[config.mk]
export PLATFORM = sky130hd
export DESIGN_NAME = prog_loader
export DESIGN_NICKNAME = d
export VERILOG_FILES = /design/src/rtl/prog_loader_pkg.sv /design/src/rtl/word_assembler.sv /design/src/rtl/prog_loader.sv
export SDC_FILE = /design/constraint.sdc
export NUM_CORES = 1
export LEC_CHECK = 0
export ABC_AREA = 1
export CAP_MARGIN = 20
export CORE_UTILIZATION = 50
export CTS_CLUSTER_DIAMETER = 30
export CTS_CLUSTER_SIZE = 16
export DETAILED_ROUTE_END_ITERATION = 8
export HOLD_SLACK_MARGIN = 0.12
export PLACE_DENSITY = 0.71
export SLEW_MARGIN = 20
export SYNTH_ARGS = -nofsm -noshare
export SYNTH_HDL_FRONTEND = slang
export SYNTH_HIERARCHICAL = 1
export SYNTH_SLANG_ARGS = --single-unit
[constraint.sdc]
create_clock -name clk -period 2.41 [get_ports clk]
set_input_delay 0.241 -clock clk [delete_from_list [all_inputs] [get_ports clk]]
set_output_delay 0.241 -clock clk [all_outputs]
set_load 0.005 [all_outputs]
[src/rtl/prog_loader_pkg.sv]
// Shared types and constants for the byte-stream program loader.
package prog_loader_pkg;

  typedef enum logic [2:0] {
    HDR,
    DATA,
    CSUM,
    DONE,
    ERR
  } state_t;

  localparam int LANE_W    = 2;
  localparam int HDR_BYTES = 4;

endpackage

[src/rtl/word_assembler.sv]
// Packs a little-endian byte stream into 32-bit words; word_valid is a
// combinational pulse on the strobe that delivers the 4th byte of a word.
module word_assembler
  import prog_loader_pkg::*;
(
  input  logic        clk,
  input  logic        reset_n,
  input  logic        clear,
  input  logic        strobe,
  input  logic [7:0]  byte_in,
  output logic [31:0] word,
  output logic        word_valid
);

  localparam logic [LANE_W-1:0] LAST_LANE = LANE_W'(HDR_BYTES - 1);

  logic [LANE_W-1:0] lane_p0;
  logic [23:0]       part_p0;

  always_ff @(posedge clk or negedge reset_n) begin
    if (!reset_n) begin
      lane_p0 <= '0;
    end else if (clear) begin
      lane_p0 <= '0;
    end else if (strobe) begin
      lane_p0 <= lane_p0 + 1'b1;
    end
  end

  // Lower three bytes are held; the 4th is taken straight from the input.
  always_ff @(posedge clk) begin
    if (strobe && !clear) begin
      case (lane_p0)
        2'd0:    part_p0[7:0]   <= byte_in;
        2'd1:    part_p0[15:8]  <= byte_in;
        2'd2:    part_p0[23:16] <= byte_in;
        default: ;
      endcase
    end
  end

  assign word_valid = strobe && !clear && (lane_p0 == LAST_LANE);
  assign word       = {byte_in, part_p0};

endmodule

[src/rtl/prog_loader.sv]
// Framed byte-stream loader into instruction memory; holds the CPU in reset
// until the image is complete. Optional checksum stage: LOADER_CHECKSUM_EN.
module prog_loader
  import prog_loader_pkg::*;
#(
  parameter int ADDR_W    = 10,
  parameter int MAX_WORDS = 1 << ADDR_W
) (
  input  logic              clk,
  input  logic              reset_n,
  input  logic              in_valid,
  input  logic [7:0]        in_byte,
  output logic              in_ready,
  input  logic              reload,
  output logic              imem_we,
  output logic [ADDR_W-1:0] imem_addr,
  output logic [31:0]       imem_wdata,
  output logic              cpu_reset,
  output logic              done,
  output logic              error
);

  state_t            state_q, state_d;
  logic [ADDR_W:0]   widx_q;
  logic [31:0]       nwords_q;
  logic [31:0]       word;
  logic              word_valid;
  logic              accept;
  logic              last_word;

  logic              vld_p1;
  logic [ADDR_W-1:0] addr_p1;
  logic [31:0]       wdata_p1;

  assign in_ready  = ((state_q == HDR) || (state_q == DATA) || (state_q == CSUM)) && !reload;
  assign accept    = in_valid && in_ready;
  assign last_word = (32'(widx_q) == (nwords_q - 32'd1));

  word_assembler u_asm (
    .clk        (clk),
    .reset_n    (reset_n),
    .clear      (reload),
    .strobe     (accept),
    .byte_in    (in_byte),
    .word       (word),
    .word_valid (word_valid)
  );

`ifdef LOADER_CHECKSUM_EN
  logic [31:0] sum_q;

  always_ff @(posedge clk or negedge reset_n) begin
    if (!reset_n) begin
      sum_q <= '0;
    end else if (reload) begin
      sum_q <= '0;
    end else if (word_valid && state_q == DATA) begin
      sum_q <= sum_q + word;
    end
  end
`endif

  always_comb begin
    state_d = state_q;
    if (reload) begin
      state_d = HDR;
    end else if (word_valid) begin
      case (state_q)
        HDR: begin
          if (word == 32'd0)
`ifdef LOADER_CHECKSUM_EN
            state_d = CSUM;
`else
            state_d = DONE;
`endif
          else if (word > 32'(MAX_WORDS))
            state_d = ERR;
          else
            state_d = DATA;
        end
        DATA: begin
          if (last_word)
`ifdef LOADER_CHECKSUM_EN
            state_d = CSUM;
`else
            state_d = DONE;
`endif
        end
`ifdef LOADER_CHECKSUM_EN
        CSUM: state_d = (word == sum_q) ? DONE : ERR;
`endif
        default: ;
      endcase
    end
  end

  always_ff @(posedge clk or negedge reset_n) begin
    if (!reset_n) begin
      state_q  <= HDR;
      widx_q   <= '0;
      nwords_q <= '0;
    end else begin
      state_q <= state_d;
      if (reload) begin
        widx_q <= '0;
      end else if (word_valid && state_q == HDR) begin
        nwords_q <= word;
      end else if (word_valid && state_q == DATA) begin
        widx_q <= widx_q + 1'b1;
      end
    end
  end

  // Write stage: strobe, address and data registered together on the 4th-byte edge.
  always_ff @(posedge clk or negedge reset_n) begin
    if (!reset_n) begin
      vld_p1   <= 1'b0;
      addr_p1  <= '0;
      wdata_p1 <= '0;
    end else begin
      vld_p1 <= word_valid && (state_q == DATA);
      if (word_valid && state_q == DATA) begin
        addr_p1  <= widx_q[ADDR_W-1:0];
        wdata_p1 <= word;
      end
    end
  end

  assign imem_we    = vld_p1;
  assign imem_addr  = addr_p1;
  assign imem_wdata = wdata_p1;

  // Status stage: follows the state register by one edge; reload clears at once.
  always_ff @(posedge clk or negedge reset_n) begin
    if (!reset_n) begin
      cpu_reset <= 1'b1;
      done      <= 1'b0;
      error     <= 1'b0;
    end else begin
      cpu_reset <= reload || (state_q != DONE);
      done      <= !reload && (state_q == DONE);
      error     <= !reload && (state_q == ERR);
    end
  end

endmodule

After elaboration in Yosys (flattened, before gate mapping) --
Index checks and enable logic that the tools add are counted.
Cells by class: $add $sub $neg 3, magnitude comparators 1, equal/unequal tests 11, multiplexer cells 11, bitwise logic cells 1, reductions and logical operators 25
Operators with widths (count):
- two-way mux 11 bit | 3
- == test 11 x 32 -> 1 bit | 1
- greater-than comparator 32 x 11 -> 1 bit (second input constant) | 1
- zero test 32 bit | 1
- subtractor 32 x 1 -> 32 bit (second input constant) | 1
- two-way mux 3 bit | 5
- adder 11 x 1 -> 11 bit (second input constant) | 1
- AND reduction 2 bit | 5
- logical AND 1 bit | 8
- == test 3 x 2 -> 1 bit (second input constant) | 2
- one-hot mux 3 bit (2 select lines) | 1
- nonzero test 2 bit | 3
- == test 2 bit (second input constant) | 2
- two-way mux 2 bit | 2
- == test 3 x 1 -> 1 bit (second input constant) | 1
- == test 3 bit (second input constant) | 1
- zero test 3 bit | 1
- logical OR 1 bit | 3
- inequality test 3 x 2 -> 1 bit (second input constant) | 1
- inequality test 3 bit (second input constant) | 1
- AND reduction 3 bit | 1
- nonzero test 3 bit | 1
- adder 2 x 1 -> 2 bit (second input constant) | 1
- == test 2 x 1 -> 1 bit (second input constant) | 1
- 4 further kinds | 4
Storage, ports and cells: bits in registers 118, output and inout port bits 47, logic and storage cells 65

Logic depth before layout (Yosys ltp) --
Gate-level depths: netlist (run 1).
word-level depth 11, mapped depth 18, gate-level depth less buffers 18

Modules after synthesis --
The synthesis (run 1) kept the hierarchy.
By module, submodules not included:
- prog_loader | times used 1, cells an instance 690, area an instance 5018.6 um2, seq. area each 2303.5 um2
- word_assembler | times used 1, cells an instance 57, area an instance 957.2 um2, seq. area each 770.7 um2

Least setup slack after synthesis (run 1) --
No wires, ideal clock.
path kind input to register, start point input reload, end point register widx_q[9], library setup time 0.136 ns, arrival 1.945 ns, required time 2.274 ns, path slack 0.329 ns, stages 12, path through clkbuf_1 nor2_1 nand2_1 nor2_1 nand2_2 nor2_1 nand3_1 clkbuf_1 nand2_1 inv_1 nor4_1 nor3_1
Between the ends: word-level cells in the longest chain between the ends 8
RTL lines:
- from (decl) | RTL line prog_loader.sv:14 | input logic reload,
- zero test 1 bit * | RTL line prog_loader.sv:35 | assign in_ready = ((state_q == HDR) || (state_q == DATA) || (state_q == CSUM)) && !reload;
- logical AND 1 bit * | RTL line prog_loader.sv:35
- logical AND 1 bit * | RTL line prog_loader.sv:36 | assign accept = in_valid && in_ready;
- named net accept | RTL line prog_loader.sv:28 | logic accept;
- logical AND 1 bit * (2 in a row) | RTL line word_assembler.sv:42 | assign word_valid = strobe && !clear && (lane_p0 == LAST_LANE);
- named net word_valid | RTL line prog_loader.sv:27 | logic word_valid;
- logical AND 1 bit, on equally long branches | RTL line prog_loader.sv:106, prog_loader.sv:108
- inequality test 2 bit (no source line) / nonzero test 2 bit (equally long branches)
- AND reduction 2 bit (no source line) *
- to (signal assigned) | RTL line prog_loader.sv:109 | widx_q <= widx_q + 1'b1;
- to (decl) | RTL line prog_loader.sv:24 | logic [ADDR_W:0] widx_q;
The timed path passes the listed nets; every way through them passes the cells marked *. A chain may end at the register's enable or synchronous reset.

Worst setup path after layout (run 1) --
start point register state_q[0], end point register state_q[0]
Between the ends: word-level cells in the longest chain between the ends 9
RTL lines:
- from (decl) | RTL line prog_loader.sv:23 | state_t state_q, state_d;
- from (signal assigned) | RTL line prog_loader.sv:103 | state_q <= state_d;
- == test 3 x 1 -> 1 bit / zero test 3 bit (equally long branches) | RTL line prog_loader.sv:35
- logical OR 1 bit | RTL line prog_loader.sv:35
- logical OR 1 bit * | RTL line prog_loader.sv:35
- logical AND 1 bit * | RTL line prog_loader.sv:35
- logical AND 1 bit * | RTL line prog_loader.sv:36
- named net accept | RTL line prog_loader.sv:28
- logical AND 1 bit * (2 in a row) | RTL line word_assembler.sv:42
- named net word_valid | RTL line prog_loader.sv:27
- nonzero test 2 bit (no source line) *
- AND reduction 3 bit (no source line) *
The timed path passes the listed nets; every way through them passes the cells marked *. The select of a mux whose other input is x is not followed.

==> results of run 1 <==
## kinds of logic (layout without fill, tap and decap cells)
| logic type | count (synthesis) | in the layout | synth area share (%) |
|---|---|---|---|
| AND/OR/NAND/NOR | 384 | 384 | 29.1 |
| buffers and inverters | 133 | 215 | 8.88 |
| flip-flops | 118 | 118 | 51.4 |
| AO/OA/AOI/OAI | 102 | 102 | 8.73 |
| adder cells (fa/ha/maj) | 6 | 6 | 1.26 |
| XOR/XNOR | 4 | 4 | 0.586 |
## flip-flops by register name, summed over array words and instances, names as in the netlist, 2 cells and up
| name | flops |
|---|---|
| widx_q | 11 |
| imem_wdata | 32 |
| u_asm/part_p0 | 24 |
| imem_addr | 10 |
| nwords_q | 32 |
| state_q | 3 |
| u_asm/lane_p0 | 2 |
## per-stage QoR
step / area (um2) / setup slack [ns] / power (W)
after global placement: 6770 / 0.0717 / 0.00228
after detailed placement: 6770 / -0.110 / 0.00228
after CTS: 7450 / 0.0909 / 0.00513
after global routing: 7450 / -0.00868 / 0.00524
after floorplan: 5980 / 0.329 / 0.00219
final: 7450 / 0.158 / 0.00510
## timing repair
item	CTS	global route
hold buffers	1	0
buffers inserted	0	0
endpoints found under the hold margin	37	0
endpoints found under the setup margin	0	3
resized for setup	0	2
## cells in the mapped netlist
cell type	n
nand2_2	12
nand4_1	14
edfxtp_1	24
clkbuf_1	17
nand3_2	1
nor2_1	70
dfstp_2	1
nor2_2	10
o21ai_1	3
o211ai_1	1
inv_1	104
and2_1	1
xnor2_1	3
ha_1	6
a21oi_1	7
nor3b_1	1
nor3_1	10
nand2_4	2
o221ai_1	1
nand2_1	210
a211oi_1	1
a31oi_1	2
nor2_8	2
nor2_4	6
dfrtp_1	93
clkinv_1	1
nor4_1	4
xor2_1	1
nor3_4	1
inv_2	2
nand3b_1	7
o21ai_0	87
nand3_1	33
buf_4	8
buf_2	1
## how the worst min path moves through the flow
stage                       start            end  slack [ns]  cells after the start
after floorplan           reset_n           done       -0.05                      0
after global placement    reset_n           done        0.24                      1
after detailed placement  reset_n           done        0.24                      1
after CTS                 reset_n           done        0.33                      2
after global routing      reset_n  imem_wdata[2]        0.40                      2
final                     reset_n           done        0.32                      2
## layout make-up
| class | instances | area [um2] | area share, % |
|---|---|---|---|
| clock buffers | 19 | 443 | 5.94 |
| clock inverters | 13 | 229 | 3.07 |
| inverters | 107 | 402 | 5.39 |
| multi-input cells | 496 | 2390 | 32.0 |
| flip-flops and latches | 118 | 3070 | 41.2 |
| well taps | 143 | 179 | 2.40 |
| repair buffers | 76 | 741 | 9.94 |
## critical path, delay by kind of cell, from the launching register on
family        cells  cell delay [ns]
flops             1             0.46
simple gates     17             1.73
## power by group
| group | leakage [nW] | internal [W] | switching, W |
|---|---|---|---|
| logic | 1.84 | 0.0000652 | 0.000125 |
| registers | 1.52 | 0.00205 | 0.00000794 |
| clock network | 0.315 | 0.00196 | 0.000888 |
## routing by layer
metal / routed length, um / vias up
li1: - / 2509
met1: 6630 / 2416
met2: 7280 / 171
met3: 746 / 26
met4: 288 / 0
met5: 0 / -
==> flow_summary_export.csv, run 1 <==
group,metric,value,unit
setup_path,r2r_end,"state_q[0]",
place,dp.cells,939,
drt,vias,5122,
floorplanning,die_area,0.0124,mm2
cts,clk_pin_slew_worst_paths,0.05,ns
sta,post-route-period-util,93.4,%
sta,fin_crit,2.25,ns
setup_path,cp-startpoint,"state_q[0]",
layout,final_nets,834,
layout,utilization,64.7,%
global_route,antenna_found_initial,0,
synth,netlist.area_leader.share,38.9,%
global_route,grt_util_met2,42.3,%
setup_path,crit_type,"register to register",
drt,antenna_left,0,
global_route,grt_pass1_vias,4999,
drt,via_per_inst,5.27,
synth,yosysWarningCount,6,
setup_path,reg2reg_slack,0.16,ns
hold_path,hold_path_class,"primary input to asynchronous set/reset pin",
drt,totalWireLength,14900,um
synth,ys_types,35,
synth,netlist_instances,747,
drt,drc,0,
setup_path,cpMostUsedCell,"nand2_1",
setup_path,cp.arrival,2.61,ns
layout,final_common_cell,"nand2_1",
setup_path,cpPeakStageDelay,0.46,ns
setup_path,reg2reg_from,"state_q[0]",
synth,syn_nets,765,
setup_path,slowest_stage,"dfrtp_1",
cts,cts.sinks,118,
synth,seq_area_frac_synth,51.4,%
place,hpwl,11200,um
cts,cts_max_level,4,
global_route,grt_pass1_wl,24800,um
sta,timing.hold.ws,0.321,ns
floorplanning,fp.dieH,111,um
floorplanning,dieWidth,111,um
place,gp_congestion,0.958,
place,portBuffers,58,
global_route,grt_usage,25.9,%
layout,final_cell_mix,"nand2_1, inv_1, dfrtp_1, o21ai_0, nor2_1",
sta,tightest_slew,0.508,ns
global_route,grt_max_degree,65,
sta,max_freq,444,MHz
setup_path,endpoint,"state_q[0]",
layout,layout.cells.non_filler,972,
floorplanning,core_area,0.0115,mm2
drt,dr.pass1.iters,7,
sta,setup_violations,0,
sta,fin_tns_setup,0,ns
setup_path,worstPathMaxFanout,6,
cts,clkLatencyLatePin,0.43,ns
pwr,peakVddDrop,0.000762,V
setup_path,worst_setup_path_end_kind,"register",
layout,diodes,0,
layout,fillers,962,
setup_path,critPathRequiredTime,2.77,ns
setup_path,r2r_cells,17,
cts,clockBufferDepth,2,
status,status,"completed",
floorplanning,rows,39,
sta,final_hold_viol_count,0,
layout,drive_gt1_share,10.9,%
cts,cts_tree,"done",
floorplanning,num_io_pins,59,
global_route,busiest_layer,"met2",
synth,netlist_area,0.00598,mm2
synth,synth_top_area_cell,"dfrtp_1",
setup_path,crit_chain,"nand2_1, nand2_1, nor2_2, nand2_2, nor2_2, nand3_2, nor2_1, nand2_1, nor2_1, nand2_1, nor2_1, nand2_1, nor3_4, nand2_2, nand3_2, nand2_1, nand2_1",
synth,avgSynthCellArea,8.00,um2
global_route,grt.overflow.total,0,
drt,detail_route.wl_per_cell,15.4,um
layout,area_growth,24.7,%
job,drv_cap,0,
synth,synth_area_leaders,"dfrtp_1, nand2_1, edfxtp_1",
cts,cts-root-buf,"clkbuf_16",
cts,numCtsBuffers,17,
global_route,grt_use_met3,5.47,%
drt,drt-initial-drc-count,351,
sta,relSlewSlack,66.1,%
pwr,powerDensity,684,mW/mm2
global_route,grt_use_met1,34.1,%
pwr,power.leakage,3.68,nW
setup_path,startpoint_type,"register",
sta,final-max-slew-violation-count,0,
synth,ys_ff_latch,118,
sta,finClkSkew,0.0175,ns
floorplanning,start_util,51.9,%
(Power assumes the default switching activity.)
==> run 2, diff against run 1 <==
==> constraint.sdc (replaced) <==
create_clock -name clk -period 2.71 [get_ports clk]
set_input_delay 0.271 -clock clk [delete_from_list [all_inputs] [get_ports clk]]
set_output_delay 0.271 -clock clk [all_outputs]
set_load 0.005 [all_outputs]
==> run 2 against run 1 <==
Final cell count shrank 0.72%. Register-to-register slack gained 0.27 ns. Combinational power shrank 14%. Sequential share of layout area grew 0.77 points. Critical path type unchanged. Largest power group unchanged.
==> flow_summary_export.csv, run 2 (synthesis results as in run 1) <==
group,metric,value,unit
cts,cts_max_level,4,
global_route,grt_pass1_vias,4936,
setup_path,critPathRequiredTime,3.01,ns
cts,cts.sinks,118,
layout,fillers,971,
global_route,grt_usage,25.2,%
layout,multi_input_comb_area,0.00238,mm2
drt,antenna_left,0,
sta,final-max-slew-violation-count,0,
pwr,powerDensity,585,mW/mm2
floorplanning,num_io_pins,59,
drt,vias,5076,
cts,cts_tree,"done",
cts,cts_resized,0,
cts,clockBufferDepth,2,
sta,finClkSkew,0.00467,ns
drt,drt-initial-drc-count,370,
setup_path,worst_setup_path_end_kind,"register",
pwr,power.leakage,3.60,nW
layout,area_growth,22.4,%
floorplanning,fp.dieH,111,um
sta,tightest_slew,0.716,ns
setup_path,slowest_stage,"dfrtp_1",
drt,drc,0,
job,drv_cap,0,
setup_path,crit_type,"register to register",
place,portBuffers,58,
cts,postCtsSetupRepairBufs,0,
sta,fin_tns_setup,0,ns
pwr,peakVddDrop,0.000647,V
sta,final_hold_viol_count,0,
sta,post-route-period-util,84.3,%
drt,detail_route.wl_per_cell,15.1,um
pwr,power_frac_comb,3.8,%
setup_path,worstPathMaxFanout,9,
layout,final_cell_mix,"nand2_1, inv_1, dfrtp_1, o21ai_0, nor2_1",
status,status,"completed",
sta,setup_violations,0,
cts,clkLatencyLatePin,0.41,ns
pwr,pwr-share-seq,42.8,%
global_route,antenna_found_initial,0,
global_route,grt_max_degree,65,
floorplanning,start_util,51.9,%
cts,clk_pin_slew_worst_paths,0.05,ns
layout,diodes,0,
pwr,clkPwrFrac,53.4,%
cts,numCtsBuffers,17,
floorplanning,die_area,0.0124,mm2
floorplanning,dieWidth,111,um
sta,relSlewSlack,52.1,%
floorplanning,core_area,0.0115,mm2
sta,fin_crit,2.29,ns
setup_path,cp.arrival,2.59,ns
setup_path,cpMostUsedCell,"nand2_1",
setup_path,critical_path.top_delay_family,"simple AND/OR/NAND/NOR gates",
global_route,grt.overflow.total,0,
setup_path,crit_chain,"inv_1, ha_1, nand2_4, nor2_8, nand3_1, nand2_1, nand2_1, inv_1, nand2_1, nor2_2, nand2_1, nor2_2, nand2_2, nand4_1, nand2_1",
layout,drive_gt1_share,9.98,%
sta,max_freq,438,MHz
drt,via_per_inst,5.26,
place,hpwl,10900,um
global_route,grt_pass1_wl,24200,um
pwr,p_sw,0.000930,W
layout,final_nets,827,
setup_path,reg2reg_slack,0.42,ns
setup_path,cpPeakStageDelay,0.40,ns
place,placed_area,0.00669,mm2
place,gp_congestion,0.916,
setup_path,startpoint_type,"register",
hold_path,hold_path_class,"primary input to asynchronous set/reset pin",
floorplanning,rows,39,
drt,dr.pass1.iters,5,
pwr,swShare,21.7,%
setup_path,crit_buf_inv,2,
sta,rsz0062_at_grt,"no",
cts,cts-root-buf,"clkbuf_16",
layout,final_common_cell,"nand2_1",
pwr,p_int,0.00335,W
layout,ff_latch_area,0.00307,mm2
layout,stdcell_area,0.00732,mm2
drt,totalWireLength,14600,um
==> run 2: power by group through the flow <==
stage / sequential (W) / clock, W / combinational [W]
floorplan: 0.00186 / 0 / 0.0000831
global route: 0.00183 / 0.00239 / 0.000184
CTS: 0.00183 / 0.00232 / 0.000165
finish: 0.00183 / 0.00229 / 0.000163
detailed placement: 0.00186 / 0 / 0.000162
global placement: 0.00186 / 0 / 0.000158
==> run 2: path summary, 6_finish.rpt <==
| path | startpoint | depth (start not counted) | end |
|---|---|---|---|
| setup / recovery | nwords_q[0] | 15 | state_q[0] |
| hold / removal | reset_n | 2 | imem_wdata[0] |
| setup reg to reg | nwords_q[0] | 15 | state_q[0] |
| hold reg to reg | imem_addr[2] | 2 | imem_addr[2] |
| max in group asynchronous | reset_n | 3 | imem_addr[8] |
| min in group clk | imem_addr[2] | 2 | imem_addr[2] |
==> run 2: layer usage <==
layer	GRT usage, %	up-vias	share of wire, %	wire, um
met5	0	-	0	0
met4	9.73	0	1.6	230
met3	5.63	22	5.0	728
met2	40.5	155	48	7070
met1	33.4	2402	45	6560
li1	-	2497	-	-
==> run 2: through the flow <==
| stage | worst slack (ns) | util [%] | power (W) | std cells | hold WS, ns |
|---|---|---|---|---|---|
| 2_1_floorplan | 0.599 | - | 0.00194 | 747 | -0.0246 |
| 3_3_place_gp | 0.330 | 58.1 | 0.00202 | 932 | 0.266 |
| 3_5_place_dp | 0.223 | 58.1 | 0.00202 | 932 | 0.267 |
| 4_1_cts | 0.411 | 63.5 | 0.00432 | 965 | 0.378 |
| 5_1_grt | 0.234 | 63.5 | 0.00440 | 965 | 0.411 |
| 6_report | 0.425 | 63.5 | 0.00428 | 965 | 0.363 |
==> run 2: cell type report <==
type / count / share of cell area [%]
Clock buffer: 18 / 6.00
Sequential cell: 118 / 42.0
Clock inverter: 14 / 2.45
Timing Repair Buffer: 69 / 9.06
Multi-Input combinational cell: 496 / 32.5
Inverter: 107 / 5.49
Tap cell: 143 / 2.45
==> run 2: timing repair <==
item,CTS,global route
setup endpoints to repair,0,0
hold buffers,1,0
hold endpoints to repair,38,0
==> run 3, diff against run 2 <==
--- a/config.mk
+++ b/config.mk
@@ -12,7 +12,7 @@
 export CTS_CLUSTER_SIZE = 16
 export DETAILED_ROUTE_END_ITERATION = 8
 export HOLD_SLACK_MARGIN = 0.12
-export PLACE_DENSITY = 0.71
+export PLACE_DENSITY = 0.74
 export SLEW_MARGIN = 20
 export SYNTH_ARGS = -nofsm -noshare
 export SYNTH_HDL_FRONTEND = slang
==> constraint.sdc (replaced) <==
create_clock -name clk -period 2 [get_ports clk]
set_input_delay 0.2 -clock clk [delete_from_list [all_inputs] [get_ports clk]]
set_output_delay 0.2 -clock clk [all_outputs]
set_load 0.005 [all_outputs]
==> run 3 against run 2 <==
The flow now finishes with violations (DRC, setup timing). Combinational power grew 77%. Clock skew grew 0.0062 ns. Sequential power grew 36%. Final cell count grew 8.2%. Worst setup slack lost 0.48 ns. Flip-flop and latch count is the same. Highest routed layer unchanged.
==> flow_summary_export.csv, run 3 (synthesis results as in run 1) <==
group,metric,value,unit
status,status,"finished with violations",
status,violations,"DRC, setup timing",
drt,antenna_left,0,
cts,cts_tree,"done",
drt,vias,5516,
setup_path,worst_setup_path_end_kind,"register",
sta,finClkSkew,0.0109,ns
setup_path,critPathRequiredTime,2.37,ns
layout,layout.cells.non_filler,1044,
layout,drive_gt1_share,24.3,%
floorplanning,fp.dieH,111,um
drt,drt-initial-drc-count,481,
drt,via_per_inst,5.28,
sta,fin_crit,2.06,ns
layout,area_growth,37.4,%
global_route,grt_pass1_wl,26700,um
place,gp_congestion,0.930,
global_route,antenna_found_initial,0,
layout,multi_input_comb_area,0.00263,mm2
layout,final_nets,906,
global_route,grt_pass1_vias,5499,
layout,ff_latch_area,0.00308,mm2
cts,clkLatencyLatePin,0.43,ns
setup_path,cp.arrival,2.42,ns
sta,final-max-slew-violation-count,0,
job,drv_cap,0,
cts,cts-root-buf,"clkbuf_16",
setup_path,startpoint_type,"register",
layout,final_cell_mix,"nand2_1, inv_1, dfrtp_1, o21ai_0, buf_4",
hold_path,hold_path_class,"primary input to asynchronous set/reset pin",
global_route,grt_usage,27.8,%
layout,final_common_cell,"nand2_1",
layout,fillers,836,
pwr,powerDensity,717,mW/mm2
cts,clk_pin_slew_worst_paths,0.07,ns
layout,diodes,0,
drt,detail_route.wl_per_cell,15.6,um
sta,fin_ws,-0.0571,ns
cts,clockBufferDepth,2,
floorplanning,die_area,0.0124,mm2
cts,numCtsBuffers,17,
floorplanning,rows,39,
setup_path,crit_type,"register to register",
sta,setup_violations,3,
setup_path,slowest_stage,"dfrtp_2",
cts,cts_max_level,4,
floorplanning,dieWidth,111,um
sta,relSlewSlack,76.5,%
floorplanning,start_util,51.9,%
sta,max_freq,486,MHz
sta,post-route-period-util,103,%
drt,totalWireLength,16300,um
sta,final_hold_viol_count,0,
global_route,grt_max_degree,65,
setup_path,cpMostUsedCell,"nand2_1",
floorplanning,core_area,0.0115,mm2
floorplanning,num_io_pins,59,
setup_path,worstPathMaxFanout,5,
pwr,power.leakage,4.07,nW
pwr,peakVddDrop,0.000868,V
setup_path,reg2reg_slack,-0.06,ns
setup_path,cpPeakStageDelay,0.45,ns
place,hpwl,11600,um
setup_path,crit_chain,"buf_6, nor2_4, nand2_4, nor2_4, nand3_2, nand2_2, nand2_1, inv_1, nand2_1, nor2_2, nand2_2, nor2_4, nand2_2, nand3_2, nand2_1, nand2_1",
drt,drc,2,
drt,dr.pass1.iters,7,
cts,cts.sinks,118,
global_route,grt.overflow.total,0,
sta,tightest_slew,0.353,ns
place,portBuffers,58,
sta,rsz0062_at_grt,"yes",
pwr,total_power,0.00589,W
place,dp.cells,996,
run 3: changes by cell type in the layout (fill, tap and decap cells not counted), moves of 6 or more:
| cell | before | now |
|---|---|---|
| inv_2 | 2 | 8 |
| nor2_2 | 10 | 16 |
| inv_6 | 0 | 10 |
| nand2_1 | 210 | 193 |
| buf_6 | 0 | 9 |
| nand2_4 | 2 | 8 |
| dfrtp_1 | 93 | 85 |
| nor2_4 | 6 | 20 |
| buf_4 | 11 | 78 |
| nor2_1 | 70 | 51 |
| inv_1 | 104 | 97 |
| dfrtp_2 | 0 | 8 |
| nand2_2 | 12 | 22 |
run 3: cell type report:
type | instances | share of cell area (%)
sequential | 118 | 37.6
multi-input combinational | 497 | 32.1
timing repair buffer | 147 | 15.9
clock buffer | 17 | 5.18
inverter | 107 | 4.92
tap | 143 | 2.18
clock inverter | 15 | 2.16
run 3: path summary, 6_finish.rpt:
| check | start | to | depth (start not counted) |
|---|---|---|---|
| max in group asynchronous | reset_n | imem_addr[6] | 3 |
| hold / removal | reset_n | u_asm/lane_p0[1] | 2 |
| hold reg to reg | imem_addr[8] | imem_addr[8] | 2 |
| min in group clk | in_byte[3] | u_asm/part_p0[3] | 1 |
| setup / recovery | nwords_q[10] | state_q[2] | 16 |
| setup reg to reg | nwords_q[10] | state_q[2] | 16 |
run 3: through the flow:
stage | setup slack (ns) | area, um2 | utilization [%] | setup TNS [ns] | hold slack, ns
floorplan | 0.0167 | 5980 | - | 0 | -0.0956
global placement | -0.225 | 7200 | 62.5 | -5.03 | 0.127
detailed placement | -0.353 | 7200 | 62.5 | -9.12 | 0.131
CTS | -0.0169 | 7990 | 69.3 | -0.0304 | 0.224
global route | -0.169 | 8210 | 71.3 | -0.848 | 0.268
finish | -0.0571 | 8210 | 71.3 | -0.134 | 0.232
run 3: what timing repair did:
item / 4_1_cts / 5_1_grt
endpoints found under the hold margin: 76 / 0
setup endpoints to repair: 22 / 32
pin swaps: 20 / 22
resized for setup: 34 / 59
hold buffers: 1 / 0
setup buffers: 7 / 7
gates cloned: 1 / 0
run 3: power by group:
group | total [W] | switching [W] | internal (W)
logic | 0.000289 | 0.000172 | 0.000117
registers | 0.00248 | 0.00000919 | 0.00247
clock network | 0.00312 | 0.00123 | 0.00189
total | 0.00589 | 0.00141 | 0.00447
run 3: critical path: cells and delay by family (launching register included):
| kind | cells | cell delay [ns] |
|---|---|---|
| and+or+nand+nor | 14 | 1.34 |
| DFF | 1 | 0.45 |
| buffers and inverters | 2 | 0.19 |
run 3: per-layer routing:
metal / share of wire, % / GRT usage (%) / vias to the layer above
li1: - / - / 2668
met1: 43 / 35.4 / 2618
met2: 49 / 45.3 / 190
met3: 5.1 / 6.29 / 40
met4: 2.5 / 13.2 / 0
met5: 0 / 0 / -
